### src/rtl/regfile_pkg.sv
// Shared register-file constants used by the writeback arbiter and register_file users.
package regfile_pkg;

  localparam int ADDR_W    = 5;
  localparam int DATA_W    = 32;
  localparam int ZERO_REG  = 0;
  localparam int REG_COUNT = 32;

endpackage

### src/rtl/rr_arbiter.sv
// Rotating-priority arbiter: searches upward from the last winner, wrapping modulo N.
module rr_arbiter #(
  parameter int N  = 3,
  parameter int PW = (N > 1) ? $clog2(N) : 1
) (
  input  logic          clk,
  input  logic          rst,
  input  logic [N-1:0]  req,
  input  logic          en,
  output logic [N-1:0]  gnt,
  output logic [PW-1:0] ptr
);

  if (N == 1) begin : g_single

    assign gnt = req & {N{en}};
    assign ptr = '0;

  end else begin : g_multi

    logic [PW-1:0] ptr_q;
    logic [PW-1:0] win_d;
    logic [PW-1:0] cand;
    logic          found;

    // The first requester after the previous winner takes the grant.
    always_comb begin
      gnt   = '0;
      win_d = ptr_q;
      cand  = '0;
      found = 1'b0;
      for (int off = 1; off <= N; off++) begin
        cand = PW'((int'(ptr_q) + off) % N);
        if (en && !found && req[cand]) begin
          gnt[cand] = 1'b1;
          win_d     = cand;
          found     = 1'b1;
        end
      end
    end

    // Reset points at N-1 so requester 0 is searched first.
    always_ff @(posedge clk or negedge rst) begin
      if (!rst) begin
        ptr_q <= PW'(N - 1);
      end else if (en && |req) begin
        ptr_q <= win_d;
      end
    end

    assign ptr = ptr_q;

  end

endmodule

### src/rtl/regfile_wr_arbiter.sv
// Shares the register-file write port among NUM_REQ writeback requesters with
// round-robin grants, registered write outputs, $zero filtering and a write counter.
module regfile_wr_arbiter #(
  parameter int  NUM_REQ = 3,
  parameter int  ADDR_W  = regfile_pkg::ADDR_W,
  parameter int  DATA_W  = regfile_pkg::DATA_W,
  parameter int  CNT_W   = 16,
  localparam int PTR_W   = (NUM_REQ > 1) ? $clog2(NUM_REQ) : 1
) (
  input  logic                      clk,
  input  logic                      rst,
  input  logic [NUM_REQ-1:0]        req_valid,
  output logic [NUM_REQ-1:0]        req_ready,
  input  logic [NUM_REQ*ADDR_W-1:0] req_reg,
  input  logic [NUM_REQ*DATA_W-1:0] req_data,
  input  logic                      stall,
  output logic                      r_wr_en,
  output logic [ADDR_W-1:0]         w_reg,
  output logic [DATA_W-1:0]         w_data,
  output logic [PTR_W-1:0]          last_gnt,
  output logic [CNT_W-1:0]          wr_count
);

  logic [NUM_REQ-1:0] gnt;
  logic [PTR_W-1:0]   ptr;
  logic               xfer;
  logic [ADDR_W-1:0]  sel_reg;
  logic [DATA_W-1:0]  sel_data;

  logic               wr_en_q,  wr_en_d;
  logic [ADDR_W-1:0]  w_reg_q,  w_reg_d;
  logic [DATA_W-1:0]  w_data_q, w_data_d;
  logic [CNT_W-1:0]   cnt_q,    cnt_d;

  rr_arbiter #(
    .N  (NUM_REQ),
    .PW (PTR_W)
  ) u_arb (
    .clk (clk),
    .rst (rst),
    .req (req_valid),
    .en  (~stall),
    .gnt (gnt),
    .ptr (ptr)
  );

  // Requesters must never see ready while reset is held.
  assign req_ready = gnt & {NUM_REQ{rst}};
  assign xfer      = |req_ready;

  always_comb begin
    sel_reg  = '0;
    sel_data = '0;
    for (int i = 0; i < NUM_REQ; i++) begin
      if (req_ready[i]) begin
        sel_reg  = sel_reg  | req_reg[i*ADDR_W +: ADDR_W];
        sel_data = sel_data | req_data[i*DATA_W +: DATA_W];
      end
    end
  end

  // A $zero transfer is still consumed but never reaches the register file.
  always_comb begin
    wr_en_d  = xfer && (sel_reg != ADDR_W'(regfile_pkg::ZERO_REG));
    w_reg_d  = xfer ? sel_reg  : w_reg_q;
    w_data_d = xfer ? sel_data : w_data_q;
    cnt_d    = (wr_en_q && (cnt_q != {CNT_W{1'b1}})) ? cnt_q + CNT_W'(1) : cnt_q;
  end

  always_ff @(posedge clk or negedge rst) begin
    if (!rst) begin
      wr_en_q  <= 1'b0;
      w_reg_q  <= '0;
      w_data_q <= '0;
      cnt_q    <= '0;
    end else begin
      wr_en_q  <= wr_en_d;
      w_reg_q  <= w_reg_d;
      w_data_q <= w_data_d;
      cnt_q    <= cnt_d;
    end
  end

  assign r_wr_en  = wr_en_q;
  assign w_reg    = w_reg_q;
  assign w_data   = w_data_q;
  assign last_gnt = ptr;
  assign wr_count = cnt_q;

endmodule
### config.mk
export PLATFORM = sky130hd
export DESIGN_NAME = regfile_wr_arbiter
export DESIGN_NICKNAME = d
export VERILOG_FILES = /design/src/rtl/regfile_pkg.sv /design/src/rtl/rr_arbiter.sv /design/src/rtl/regfile_wr_arbiter.sv
export SDC_FILE = /design/constraint.sdc
export NUM_CORES = 1
export LEC_CHECK = 0
export CAP_MARGIN = 10
export CORE_MARGIN = 5
export CORE_UTILIZATION = 30
export CTS_CLUSTER_SIZE = 24
export DETAILED_ROUTE_END_ITERATION = 12
export PLACE_DENSITY = 0.67
export SLEW_MARGIN = 10
export SYNTH_ARGS = -nofsm -noshare
export SYNTH_HDL_FRONTEND = slang
export SYNTH_HIERARCHICAL = 1
export SYNTH_SLANG_ARGS = --single-unit
### constraint.sdc
create_clock -name clk -period 3.4 [get_ports clk]
set_clock_uncertainty 0.05 [all_clocks]
set_input_delay 0.34 -clock clk [delete_from_list [all_inputs] [get_ports clk]]
set_output_delay 0.34 -clock clk [all_outputs]
set_load 0.005 [all_outputs]
* Yosys cells after proc, flatten, opt, wreduce, memory -nomap -nowiden *
Index checks and enable logic that the tools add are counted.

operators by class
  add/subtract/negate cells = 4
  divide/modulo/power cells = 3
  order comparisons = 6
  equality and inequality tests = 1
  muxes and demuxes = 26
  bitwise gates (word level) = 8
  reductions and logical operators = 18

operators by type and width
  operator                 count
  $mod A32 B3 Y32 const B  3
  $mux W32                 3
  $or A32 B32 Y32          2
  $add A16 B1 Y16 const B  1
  $ne A16 B16 Y1 const B   1
  $mux W5                  3
  $logic_and A1 B1 Y1      11
  $or A5 B5 Y5             2
  $lt A2 B3 Y1 const B     3
  $mux W3                  3
  $mux W1                  8
  $add A2 B2 Y3 const B    2
  $bmux W1 S2              3
  $demux W1 S2             3
  $ge A2 B1 Y1 const B     3
  $mux W2                  3
  $or A3 B3 Y3             2
  $reduce_or A3 Y1         2
  $reduce_bool A5 Y1       1
  $add A2 B1 Y3 const B    1
  $and A3 B3 Y3            1
  $reduce_bool A3 Y1       1
  $logic_not A1 Y1         2
  $reduce_and A2 Y1        1
  $not A1 Y1               1

storage, ports and cells
  flip-flop bits (word level) = 56
  bits of input ports = 117
  output and inout bits = 59
  word-level logic and storage cells = 71

* Depth between registers and ports, before layout *
Gate-level depths: netlist of the first run.

  depth in word-level cells = 22
  gate-level depth with buffers = 13
  depth with buffers taken out = 12

* Cells and area by module *
The synthesis of the first run kept the hierarchy.

modules (own cells, without submodules)
  module              instances  cells an instance  area an instance (µm²)  sequential area each (µm²)
  regfile_wr_arbiter  1          277                2647.5                  1351.3
  rr_arbiter          1          50                 414.1                   51.3

* Least setup slack after synthesis of the first run *
Ideal clock, no wire load.

  path kind = register to register
  from = register u_arb.g_multi.ptr_q[1] (netlist: u_arb/ptr[1])
  to = register w_data_q[0] (netlist: w_data[0])
  setup time = 0.082 ns
  arrival = 2.700 ns
  data required time = 3.268 ns
  path slack = 0.568 ns
  cell stages (with the launch flop) = 13
  buffers on the path = 2
  period minus slack after synthesis = 2.832 ns
  cell sequence = dfstp_2 > inv_1 > ha_1 > mux2i_1 > mux2i_1 > a2111oi_0 > a21oi_1 > o22ai_1 > and2_1 > clkbuf_1 > clkbuf_1 > a22oi_1 > a31oi_1

between the ends
  word-level cells in the longest chain between the ends = 20
  elaborated cells between the ends (all ways) = 48
  those cells by class = add/sub: 3; div: 3; order compare: 6; mux: 20; bitwise: 5; reduce/logical: 11

ends and longest elaborated chain
  item                                                                      line                      text
  from (decl)                                                               rr_arbiter.sv:21          logic [PW-1:0] ptr_q;
  from (signal assigned)                                                    rr_arbiter.sv:45          ptr_q <= PW'(N - 1);
  from (signal assigned)                                                    rr_arbiter.sv:47          ptr_q <= win_d;
  parallel branches: the longest is 13 deep, another holds $mod A32 B3 Y32  --
  $mux W3 *                                                                 rr_arbiter.sv:34          if (en && !found && req[cand]) begin
  net gnt[0]                                                                regfile_wr_arbiter.sv:24  logic [NUM_REQ-1:0] gnt;
  $and A3 B3 Y3 *                                                           regfile_wr_arbiter.sv:48  assign req_ready = gnt & {NUM_REQ{rst}};
  $mux W32                                                                  regfile_wr_arbiter.sv:55  if (req_ready[i]) begin
  $or A32 B32 Y32                                                           regfile_wr_arbiter.sv:57  sel_data = sel_data | req_data[i*DATA_W +: DATA_W];
  $mux W32                                                                  regfile_wr_arbiter.sv:55
  $or A32 B32 Y32                                                           regfile_wr_arbiter.sv:57
  $mux W32                                                                  regfile_wr_arbiter.sv:55
  to (signal assigned)                                                      regfile_wr_arbiter.sv:79  w_data_q <= w_data_d;
  to (decl)                                                                 regfile_wr_arbiter.sv:32  logic [DATA_W-1:0] w_data_q, w_data_d;

Mark *: on every way through the listed nets, which the timed path passes. The select of a mux whose other input is x is not followed.
A chain may end at the register's enable or synchronous reset.

* Worst setup path in the final report of the first run *
  from = register u_arb.g_multi.ptr_q[1] (netlist: u_arb/ptr[1])
  to = output req_ready[0]

between the ends
  word-level cells in the longest chain between the ends = 15
  elaborated cells between the ends (all ways) = 42
  those cells by class = add/sub: 3; div: 3; order compare: 6; mux: 17; bitwise: 3; reduce/logical: 10

ends and longest elaborated chain
  item                                                                      line                      text
  parallel branches: the longest is 13 deep, another holds $mod A32 B3 Y32  --
  $mux W3 *                                                                 rr_arbiter.sv:34
  net gnt[0]                                                                regfile_wr_arbiter.sv:24
  $and A3 B3 Y3 *                                                           regfile_wr_arbiter.sv:48
  to (decl)                                                                 regfile_wr_arbiter.sv:13  output logic [NUM_REQ-1:0] req_ready,

Marked as above.

==> results of run 1 <==
## final cells by class
cell class / instances / area (sq um) / share of cell area (%)
Timing Repair Buffer: 185 / 1840 / 36.1
Multi-Input combinational cell: 242 / 1570 / 30.8
Sequential cell: 56 / 1400 / 27.6
Tap cell: 133 / 166 / 3.27
Clock buffer: 5 / 68.8 / 1.35
Inverter: 8 / 30.0 / 0.589
Clock inverter: 3 / 21.3 / 0.417
## cell usage after synthesis (3+ instances only)
master	number
sky130_fd_sc_hd__and2_1	4
sky130_fd_sc_hd__a21o_1	4
sky130_fd_sc_hd__dfrtp_1	55
sky130_fd_sc_hd__mux2i_1	3
sky130_fd_sc_hd__nor2_1	35
sky130_fd_sc_hd__inv_1	8
sky130_fd_sc_hd__xor2_1	9
sky130_fd_sc_hd__nor3_1	6
sky130_fd_sc_hd__a21oi_1	5
sky130_fd_sc_hd__buf_2	3
sky130_fd_sc_hd__ha_1	5
sky130_fd_sc_hd__nand2_1	50
sky130_fd_sc_hd__a221o_1	7
sky130_fd_sc_hd__xnor2_1	3
sky130_fd_sc_hd__a22oi_1	30
sky130_fd_sc_hd__o21a_1	3
sky130_fd_sc_hd__clkbuf_1	16
sky130_fd_sc_hd__nand4_1	3
sky130_fd_sc_hd__a31oi_1	29
sky130_fd_sc_hd__nand3_1	6
sky130_fd_sc_hd__a22o_1	6
## how the worst min path moves through the flow
stage,from,end,slack [ns]
3_3_place_gp,rst,w_reg[2],0.16
6_report,rst,w_data[11],0.36
3_5_place_dp,rst,w_data[11],0.15
5_1_grt,rst,w_data[15],0.36
2_1_floorplan,rst,r_wr_en,-0.006
4_1_cts,rst,w_data[11],0.35
## metal layers
metal  vias to the layer above  GRT usage, %  share of wire (%)
met5                         -             0                  0
met4                         0          3.00               0.91
met3                        12          5.57                7.8
met2                       116          28.5                 50
met1                      1470          19.1                 41
li1                       1545             -                  -
## critical path, delay by kind of cell (launching register included)
family	cells	cell delay [ns]
AND/OR/NAND/NOR	1	0.16
buffers and inverters	2	0.62
flip-flops	1	0.58
multiplexers	2	0.37
adder cells (fa/ha/maj)	1	0.23
AO/OA/AOI/OAI	3	0.56
## what timing repair did
| action | 4_1_cts | 5_1_grt |
|---|---|---|
| endpoints found under the hold margin | 4 | 0 |
| gates resized for setup | 0 | 5 |
| hold buffers | 1 | 0 |
| endpoints found under the setup margin | 0 | 4 |
## cells by family after synthesis
kind of cell / after synthesis / synth area share (%)
xor gates and xnor gates: 12 / 3.43
DFF: 56 / 45.8
adders and majority gates: 5 / 2.04
AOI/OAI and AO/OA: 101 / 24.8
muxes: 4 / 1.35
and+or+nand+nor: 120 / 18.8
buffers and inverters: 29 / 3.80
## power by group through the flow
stage / clock (uW) / combinational (uW) / sequential, uW
after floorplan: 0 / 1080 / 1170
after global placement: 0 / 2100 / 1170
after detailed placement: 0 / 2120 / 1180
after CTS: 396 / 2120 / 1170
after global routing: 425 / 2340 / 1210
final: 378 / 2120 / 1170
## placed cells by master (no fill, tap or decap), drive strengths merged, types with 4 or more instances in the layout
cell / netlist / final
nand3: 7 / 7
xor2: 9 / 9
clkdlybuf4s50: 0 / 174
dfrtp: 55 / 55
clkbuf: 16 / 5
a31oi: 29 / 29
a21o: 4 / 4
ha: 5 / 5
nor2: 35 / 35
a22o: 6 / 6
buf: 5 / 10
inv: 8 / 9
o21ai: 4 / 4
a21oi: 5 / 5
nor3: 6 / 6
and2: 4 / 4
nand4: 5 / 5
a221o: 7 / 7
nand2: 51 / 51
a22oi: 30 / 30
## through the flow
stage,total power (uW),hold slack [ns],area (sq um)
3_3_place_gp,3270,0.159,4970
5_1_grt,3980,0.359,5090
6_report,3670,0.357,5090
4_1_cts,3690,0.355,5070
3_5_place_dp,3300,0.155,4970
2_1_floorplan,2250,-0.00559,3060
==> results.txt, run 1 <==
----------------------------------------------------
[Layout]
  Final-stage net count ... 620
  Diodes inserted ... 0
  FILL cells ... 897
  Ratio of cells with drive above 1 in the final layout ... 7.41%
  Final non-filler cell total ... 632
  Final core utilization ... 51.6%
  Number of flip-flops under the largest register name ... 32
  Post-synthesis to final-layout area growth ... 66.4%

[Timing]
  Unrepaired setup endpoints after global routing ... false
  Slew HR ... 56.8%
  Portion of the clock cycle consumed by the worst path in the final layout ... 94.2%
  Slew @ Worst Pin ... 0.648 ns
  Pins Over Slew Limit ... 0
  Final Hold Vio Count ... 0
  Highest clock rate ... 0.312 GHz
  Final setup margin ... 0.197 ns
  Final total negative setup slack ... 0 ns
  Final setup violation count ... 0
  Min Clock Period, post-route ... 3.20 ns

[Floorplan]
  Std-Cell Core Area ... 9860 sq um
  Die Area ... 12300 sq um
  Site Rows ... 36
  Die outline height ... 111 microns
  Boundary pin count ... 176
  Starting utilization of the core area ... 31.0%
  Die Wd ... 111 microns

[Worst setup path]
  Critical Path Start Type ... register
  End point of the critical path ... req_ready[0]
  Largest stage delay on the critical path ... 0.58 ns
  R2r startpoint ... u_arb/ptr[1]
  WS Path Type ... reg2out
  Capturing element type of the critical path ... output port
  Start point of the critical path ... u_arb/ptr[1]
  Endpoint of the most critical register-to-register path ... w_data[19]
  Cell count of the worst reg-to-reg path ... 13
  Req. time, crit path ... 3.01 ns
  Worst path slowest cell ... sky130_fd_sc_hd__dfstp_2
  Worst Path Arrival ... 2.81 ns
  Critical path cell sequence ... inv_1 -> ha_2 -> mux2i_2 -> mux2i_1 -> a2111oi_0 -> a21oi_1 -> o22ai_1 -> and2_1 -> clkdlybuf4s50_1
  Flop-to-flop setup slack ... 0.27 ns
  Worst-path fanout max ... 7

[Routing]
  Total DRC errors in the routed layout ... 0
  Final ANT Viol Nets ... 0
  Total Routed Length ... 10300 microns
  Via density ... 4.97
  DRC violation total after the first TritonRoute iteration ... 99
  DRT Pass-1 Iters ... 4
  Routed vias ... 3143
  Routed wirelength normalized by instance count ... 16.3 microns

[Place]
  Final weighted congestion in routability-driven placement ... 0.902
  Placed Cells incl. Taps ... 623
  Detailed-placement wirelength estimate ... 8150 microns
  Dpl ws ... 0.216 ns
  Port bufs ... 175

[Synth]
  Most common flop cell mapped by yosys ... sky130_fd_sc_hd__dfrtp_1
  Number of enable flip-flop cells after synthesis ... 0
  Post-synthesis cell area ... 3060 sq um
  Biggest area contributors in the synthesized netlist ... sky130_fd_sc_hd__dfrtp_1 (45%), sky130_fd_sc_hd__a22oi_1 (7.4%), sky130_fd_sc_hd__nand2_1 (6.1%)
  Fraction of synthesized cell area taken by the top area cell type ... 45.0%
  Distinct cell type count of the synthesized netlist ... 53
  Cell type contributing the most total cell area after synthesis ... sky130_fd_sc_hd__dfrtp_1
  Flip-flop and latch count after synthesis ... 56
  Cell count after synthesis ... 327
  FFs w/ async S/R, synth ... 100%
  Seq/Total Area, Yosys ... 45.8%
  Synthesis Warnings ... 6
  Post-synth net total ... 449
  Mean cell area of the mapped netlist ... 9.36 sq um

[Pwr]
  Switching power ... 1400 uW
  Fraction of power consumed by the clock network ... 10.3%
  Internal power ... 2270 uW
  Power per Cell Area ... 721 nW/um^2
  Sw Share ... 38.1%
  Static leakage ... 0.00203 uW
  Proportion of power drawn by flip-flops and latches ... 31.9%
  Peak supply drop ... 0.000399 V
  Part of the total power dissipated in combinational logic ... 57.8%

[Global routing]
  Via count of the first global-routing pass ... 3271
  GRT Total Usage ... 16.1%
  Residual overflow from global routing ... 0
  Largest net degree at the start of global routing ... 53
  Number of antenna violations at the first check in global routing ... 0
  Global-route wire length before repair ... 16400 microns

[Clock tree]
  TritonCTS Buffers ... 5
  Clock latency reported for the late side of the worst-skew pair ... 0.31 ns
  Maximum root-to-sink buffer count ... 2
  Sinks on the clock net ... 56
  Post-CTS Setup Inserts ... 0
  Clock tree from TritonCTS ... done
  H-Tree Level Count ... 2
  CTS Root Buffer Type ... sky130_fd_sc_hd__clkbuf_8
  Clock slew seen by the registers of the worst setup and hold paths ... 0.11 ns

[Outcome]
  Outcome ... completed

[Hold path]
  Worst hold-check path type ... in2async

[Job]
  Count of maximum capacitance violations ... 0

----------------------------------------------------
No activity file was read; power rests on OpenSTA's default activity.
==> run 2: changes to the inputs <==
CORE_UTILIZATION = 38   (was 30)
PLACE_DENSITY = 0.81   (was 0.67)
SETUP_SLACK_MARGIN = 0.2   (was default)
==> run 2 against run 1 <==
  * Sequential power about the same
  * Via count rose by 2.6%
  * Worst hold slack improved by 0.081 ns
  * Maximum frequency grew 5.4%
  * Register-to-register slack improved by 0.09 ns
  * Cell count down 4.9%
  * Largest cell class unchanged
==> results.txt, run 2 (synthesis results as in run 1) <==
----------------------------------------------------
[Worst setup path]
  Critical Path Start Type ... register
  Capturing element type of the critical path ... register
  Worst path slowest cell ... sky130_fd_sc_hd__dfrtp_2
  Req. time, crit path ... 3.54 ns
  Instance count on the critical path ... 13
  Worst-path fanout max ... 9
  WS Path Type ... reg2reg
  Critical path cell sequence ... inv_1 -> ha_2 -> inv_1 -> nand2_1 -> a311oi_4 -> nand2b_4 -> o21ai_1 -> and2_2 -> buf_4 -> a22oi_1 -> nand2_1 -> nor4_2 -> nand4_1
  Worst Path Arrival ... 3.18 ns
  Delay-heaviest family, CP ... simple AND/OR/NAND/NOR gates
  Buffers & Inverters on Critical Path ... 3
  Cell count of the worst reg-to-reg path ... 13
  Largest stage delay on the critical path ... 0.44 ns

[Floorplan]
  Die Area ... 9950 sq um
  Die outline height ... 99.8 microns
  Site Rows ... 32
  Starting utilization of the core area ... 39.2%
  Die Wd ... 99.8 microns
  Std-Cell Core Area ... 7810 sq um
  Boundary pin count ... 176

[Layout]
  Post-synthesis to final-layout area growth ... 68.2%
  Most frequent cells in the layout ... sky130_fd_sc_hd__clkdlybuf4s50_1 (171), sky130_fd_sc_hd__dfrtp_1 (54), sky130_fd_sc_hd__nand2_1 (50)
  FILL cells ... 635
  Ratio of cells with drive above 1 in the final layout ... 9.02%
  Most common cell after layout, fill and taps aside ... sky130_fd_sc_hd__clkdlybuf4s50_1
  Cell area after layout ... 5150 sq um
  Number of flip-flops under the largest register name ... 32
  Diodes inserted ... 0
  Final-stage net count ... 620

[Global routing]
  GRT Total Usage ... 20.8%
  Global-route wire length before repair ... 16600 microns
  Residual overflow from global routing ... 0
  Number of antenna violations at the first check in global routing ... 0
  Via count of the first global-routing pass ... 3293
  Largest net degree at the start of global routing ... 53

[Place]
  Total placed instance area ... 4930 sq um
  Final weighted congestion in routability-driven placement ... 1.04
  Detailed-placement wirelength estimate ... 8350 microns
  Port bufs ... 175

[Clock tree]
  H-Tree Level Count ... 2
  Maximum root-to-sink buffer count ... 2
  Post-CTS Setup Inserts ... 0
  CTS Root Buffer Type ... sky130_fd_sc_hd__clkbuf_8
  Sinks on the clock net ... 56
  Clock latency reported for the late side of the worst-skew pair ... 0.31 ns
  TritonCTS Buffers ... 5
  Clock tree from TritonCTS ... done
  Clock slew seen by the registers of the worst setup and hold paths ... 0.11 ns

[Routing]
  DRT Pass-1 Iters ... 5
  Routed wirelength normalized by instance count ... 17.5 microns
  Routed vias ... 3225
  Total DRC errors in the routed layout ... 0
  Final ANT Viol Nets ... 0
  DRC violation total after the first TritonRoute iteration ... 143
  Via density ... 5.37
  Total Routed Length ... 10500 microns

[Pwr]
  Peak supply drop ... 0.000437 V
  Power per Cell Area ... 748 nW/um^2
  Static leakage ... 0.00207 uW

[Timing]
  Slew @ Worst Pin ... 0.736 ns
  Portion of the clock cycle consumed by the worst path in the final layout ... 89.4%
  Min Clock Period, post-route ... 3.04 ns
  Pins Over Slew Limit ... 0
  Highest clock rate ... 0.329 GHz
  Final Hold Vio Count ... 0
  Final setup violation count ... 0
  Slew HR ... 50.6%
  Final total negative setup slack ... 0 ns
  Unrepaired setup endpoints after global routing ... true
  Worst hold margin ... 0.438 ns

[Hold path]
  Hold Path Cell Cnt ... 1
  Worst hold-check path type ... reg2reg

[Job]
  Count of maximum capacitance violations ... 0

[Outcome]
  Outcome ... completed

----------------------------------------------------
[run 2: cell types whose count changed in the layout (fill, tap and decap cells not counted), sizes merged]
cell | previous run | this run
dlygate4sd2 | 0 | 3
clkinv | 1 | 0
bufinv | 0 | 1
clkdlybuf4s50 | 174 | 171
[run 2: worst paths after layout]
path | startpoint | end | slack, ns
max | u_arb/ptr[0] | r_wr_en | 0.36
min | w_reg[1] | w_reg[1] | 0.44
max reg2reg | u_arb/ptr[0] | r_wr_en | 0.36
min reg2reg | w_reg[1] | w_reg[1] | 0.44
max in group asynchronous | rst | u_arb/ptr[0] | 1.87
min in group asynchronous | rst | w_data[25] | 0.53
[run 2: repair_timing]
action / 4_1_cts / 5_1_grt
hold endpoints to repair: 22 / 0
setup endpoints to repair: 14 / 25
pin swaps: 0 / 3
hold buffers: 1 / 0
gates resized for setup: 11 / 11
[run 2: worst register-to-register path: cells and delay by family (launching register included)]
| family | cells | cell delay, ns |
|---|---|---|
| and+or+nand+nor | 6 | 1.15 |
| DFF | 1 | 0.44 |
| buffers and inverters | 3 | 0.42 |
| adders and majority gates | 1 | 0.23 |
| AOI/OAI and AO/OA | 3 | 0.62 |
[run 2: report_power, final]
group / total (uW) / internal [uW] / leakage (uW) / switching (uW)
clock: 452 / 222 / 0.0000548 / 229
combinational: 2220 / 1190 / 0.00132 / 1030
sequential: 1180 / 967 / 0.000690 / 210
total: 3850 / 2380 / 0.00207 / 1470
[run 2: per-layer routing]
metal	vias up	global-route usage (%)	part of all wire (%)
met1	1519	24.4	38
met2	149	36.8	51
met5	-	0	0
met4	0	4.52	1.5
li1	1541	-	-
met3	16	6.80	9.6
[run 2: area by class of cell]
type	count	area, sq um	share of cell area (%)
Timing Repair Buffer	185	1830	35.6
Inverter	8	30.0	0.583
Multi-Input combinational cell	242	1640	31.8
Clock inverter	3	46.3	0.899
Clock buffer	5	68.8	1.34
Tap cell	102	128	2.48
Sequential cell	56	1400	27.3
[run 2: through the flow]
step	cells	total power [uW]	util (%)	setup slack [ns]
6_report	601	3850	65.9	0.361
5_1_grt	601	4120	65.9	0.194
4_1_cts	601	3780	65.1	0.282
3_5_place_dp	592	3290	63.1	-0.0280
3_3_place_gp	592	3230	63.1	0.154
2_1_floorplan	327	2250	-	0.568
==> run 3: changes to the inputs <==
ABC_AREA = 1   (was default)
CORE_UTILIZATION = 39   (was 38)
==> run 3 against run 2 <==
  * Utilization down 2.4 points
  * Largest cell class unchanged
  * Critical path type is now reg2out
  * Wire length grew 1.8%
  * Combinational power about the same
  * Register-to-register slack better by 0.32 ns
  * Worst setup slack got worse by 0.066 ns
  * Synthesized area grew 7.6%
  * Clock-buffer cell count stayed put
  * Global-route usage about the same
==> results.txt, run 3 <==
----------------------------------------------------
[Outcome]
  Outcome ... completed

[Synth]
  Biggest area contributors in the synthesized netlist ... sky130_fd_sc_hd__dfrtp_1 (42%), sky130_fd_sc_hd__nand2_1 (22%), sky130_fd_sc_hd__nand3_1 (5.5%)
  Number of enable flip-flop cells after synthesis ... 0
  Cell type contributing the most total cell area after synthesis ... sky130_fd_sc_hd__dfrtp_1
  Most common cell in the synthesized netlist ... sky130_fd_sc_hd__nand2_1
  Cell count after synthesis ... 443
  Fraction of synthesized cell area taken by the top area cell type ... 41.8%
  Synthesis Warnings ... 6
  Post-synth net total ... 565
  Mean cell area of the mapped netlist ... 7.43 sq um
  Most common flop cell mapped by yosys ... sky130_fd_sc_hd__dfrtp_1
  Post-synthesis cell area ... 3290 sq um
  FFs w/ async S/R, synth ... 100%
  Leading post-synthesis cells by instance count ... sky130_fd_sc_hd__nand2_1 (192), sky130_fd_sc_hd__dfrtp_1 (55), sky130_fd_sc_hd__nand3_1 (36)
  Seq/Total Area, Yosys ... 42.6%
  Distinct cell type count of the synthesized netlist ... 29
  Flip-flop and latch count after synthesis ... 56

[Global routing]
  Residual overflow from global routing ... 0
  GRT Total Usage ... 20.8%
  Number of antenna violations at the first check in global routing ... 0
  Global-route wire length before repair ... 17300 microns
  Largest net degree at the start of global routing ... 38
  Via count of the first global-routing pass ... 3627

[Routing]
  Routed vias ... 3588
  Via density ... 5.00
  Routed wirelength normalized by instance count ... 14.9 microns
  Total Routed Length ... 10700 microns
  Total DRC errors in the routed layout ... 0
  DRC violation total after the first TritonRoute iteration ... 154
  Final ANT Viol Nets ... 0
  DRT Pass-1 Iters ... 4

[Timing]
  Highest clock rate ... 0.322 GHz
  Unrepaired setup endpoints after global routing ... true
  Slew @ Worst Pin ... 0.705 ns
  Min Clock Period, post-route ... 3.11 ns
  Pins Over Slew Limit ... 0
  Final setup margin ... 0.295 ns
  Portion of the clock cycle consumed by the worst path in the final layout ... 91.3%
  Final Hold Vio Count ... 0
  Final setup violation count ... 0
  Final total negative setup slack ... 0 ns
  Slew HR ... 53.0%

[Pwr]
  Power per Cell Area ... 724 nW/um^2
  Power after layout ... 3780 uW
  Static leakage ... 0.00231 uW
  Peak supply drop ... 0.000415 V

[Worst setup path]
  Critical Path Start Type ... register
  Capturing element type of the critical path ... output port
  Worst-path fanout max ... 6
  Flop-to-flop setup slack ... 0.68 ns
  Worst Path Arrival ... 2.72 ns
  WS Path Type ... reg2out
  Req. time, crit path ... 3.01 ns

[Place]
  Port bufs ... 175
  Detailed-placement wirelength estimate ... 8510 microns
  Final weighted congestion in routability-driven placement ... 0.957
  Dpl ws ... 0.629 ns

[Layout]
  Most frequent cells in the layout ... sky130_fd_sc_hd__nand2_1 (192), sky130_fd_sc_hd__clkdlybuf4s50_1 (172), sky130_fd_sc_hd__dfrtp_1 (55)
  Final-stage net count ... 734
  Post-synthesis to final-layout area growth ... 58.7%
  Most common cell after layout, fill and taps aside ... sky130_fd_sc_hd__nand2_1
  Ratio of cells with drive above 1 in the final layout ... 9.30%
  Number of flip-flops under the largest register name ... 32
  Diodes inserted ... 0
  FILL cells ... 709

[Clock tree]
  H-Tree Level Count ... 2
  Post-CTS Setup Inserts ... 0
  Clock tree from TritonCTS ... done
  Maximum root-to-sink buffer count ... 2
  CTS Root Buffer Type ... sky130_fd_sc_hd__clkbuf_8
  Clock slew seen by the registers of the worst setup and hold paths ... 0.11 ns
  Clock latency reported for the late side of the worst-skew pair ... 0.31 ns
  TritonCTS Buffers ... 5
  Sinks on the clock net ... 56

[Job]
  Count of maximum capacitance violations ... 0

[Floorplan]
  Starting utilization of the core area ... 40.1%
  Site Rows ... 33
  Die outline height ... 102 microns
  Die Wd ... 102 microns
  Std-Cell Core Area ... 8220 sq um
  Boundary pin count ... 176
  Die Area ... 10400 sq um

[Hold path]
  Worst hold-check path type ... in2async

----------------------------------------------------
[run 3: area by class of cell]
class / count / area [sq um] / share of cell area, %
Timing Repair Buffer: 179 / 1780 / 34.1
Multi-Input combinational cell: 340 / 1700 / 32.6
Sequential cell: 56 / 1400 / 26.8
Tap cell: 105 / 131 / 2.51
Inverter: 30 / 113 / 2.16
Clock buffer: 5 / 68.8 / 1.32
Clock inverter: 3 / 25.0 / 0.479
[run 3: worst max-delay path, cell delays in order, from the launching register on]
cell and delay, ns:
sky130_fd_sc_hd__dfstp_2 0.58, sky130_fd_sc_hd__ha_2 0.32, sky130_fd_sc_hd__inv_2 0.09, sky130_fd_sc_hd__nand2_1 0.06, sky130_fd_sc_hd__nand2_2 0.10, sky130_fd_sc_hd__nand4_1 0.18
sky130_fd_sc_hd__o22ai_2 0.22, sky130_fd_sc_hd__inv_1 0.06, sky130_fd_sc_hd__o21ai_1 0.07, sky130_fd_sc_hd__nand2_1 0.08, sky130_fd_sc_hd__inv_1 0.12, sky130_fd_sc_hd__clkdlybuf4s50_1 0.52
[run 3: kinds of logic after synthesis]
| group | count (synthesis) | synth area share, % |
|---|---|---|
| simple gates | 297 | 40.3 |
| flops | 56 | 42.6 |
| buf+inv | 47 | 6.12 |
| compound gates | 30 | 6.91 |
| xor+xnor | 8 | 2.13 |
| fa+ha+maj | 5 | 1.90 |
[run 3: timing repair]
| action | in CTS | in global routing |
|---|---|---|
| hold buffers | 0 | 0 |
| setup endpoints to repair | 0 | 3 |
| gates resized for setup | 0 | 6 |
| endpoints found under the hold margin | 0 | 0 |
[run 3: power breakdown]
part           internal (uW)  total [uW]  switching [uW]
Clock                    151         386             235
Sequential               958        1160             199
Combinational           1060        2240            1180
Total                   2170        3780            1610
[run 3: path summary, 6_finish.rpt]
| path | from | to | cells after the start |
|---|---|---|---|
| setup / recovery | u_arb/ptr[1] | req_ready[0] | 11 |
| hold / removal | rst | w_data[22] | 1 |
| setup reg to reg | u_arb/ptr[1] | w_data[7] | 14 |
| hold reg to reg | w_reg[3] | w_reg[3] | 2 |
| max in group asynchronous | rst | u_arb/ptr[1] | 2 |
| min in group clk | w_reg[3] | w_reg[3] | 2 |
[run 3: per-layer routing]
layer	global-route usage (%)	vias up	routed length [microns]
met2	35.4	151	5320
met4	6.26	0	312
met3	6.55	29	919
met1	25.4	1644	4180
met5	0	-	0
li1	-	1764	-
[run 3: metrics by stage]
step / hold WS [ns] / instance area, sq um / std cells / utilization, %
4_1_cts: 0.0139 / 5210 / 718 / 63.4
3_5_place_dp: 0.375 / 5110 / 710 / 62.2
5_1_grt: 0.0418 / 5230 / 718 / 63.6
6_report: 0.0215 / 5230 / 718 / 63.6
2_1_floorplan: -0.00559 / 3290 / 443 / -
3_3_place_gp: 0.372 / 5110 / 710 / 62.2
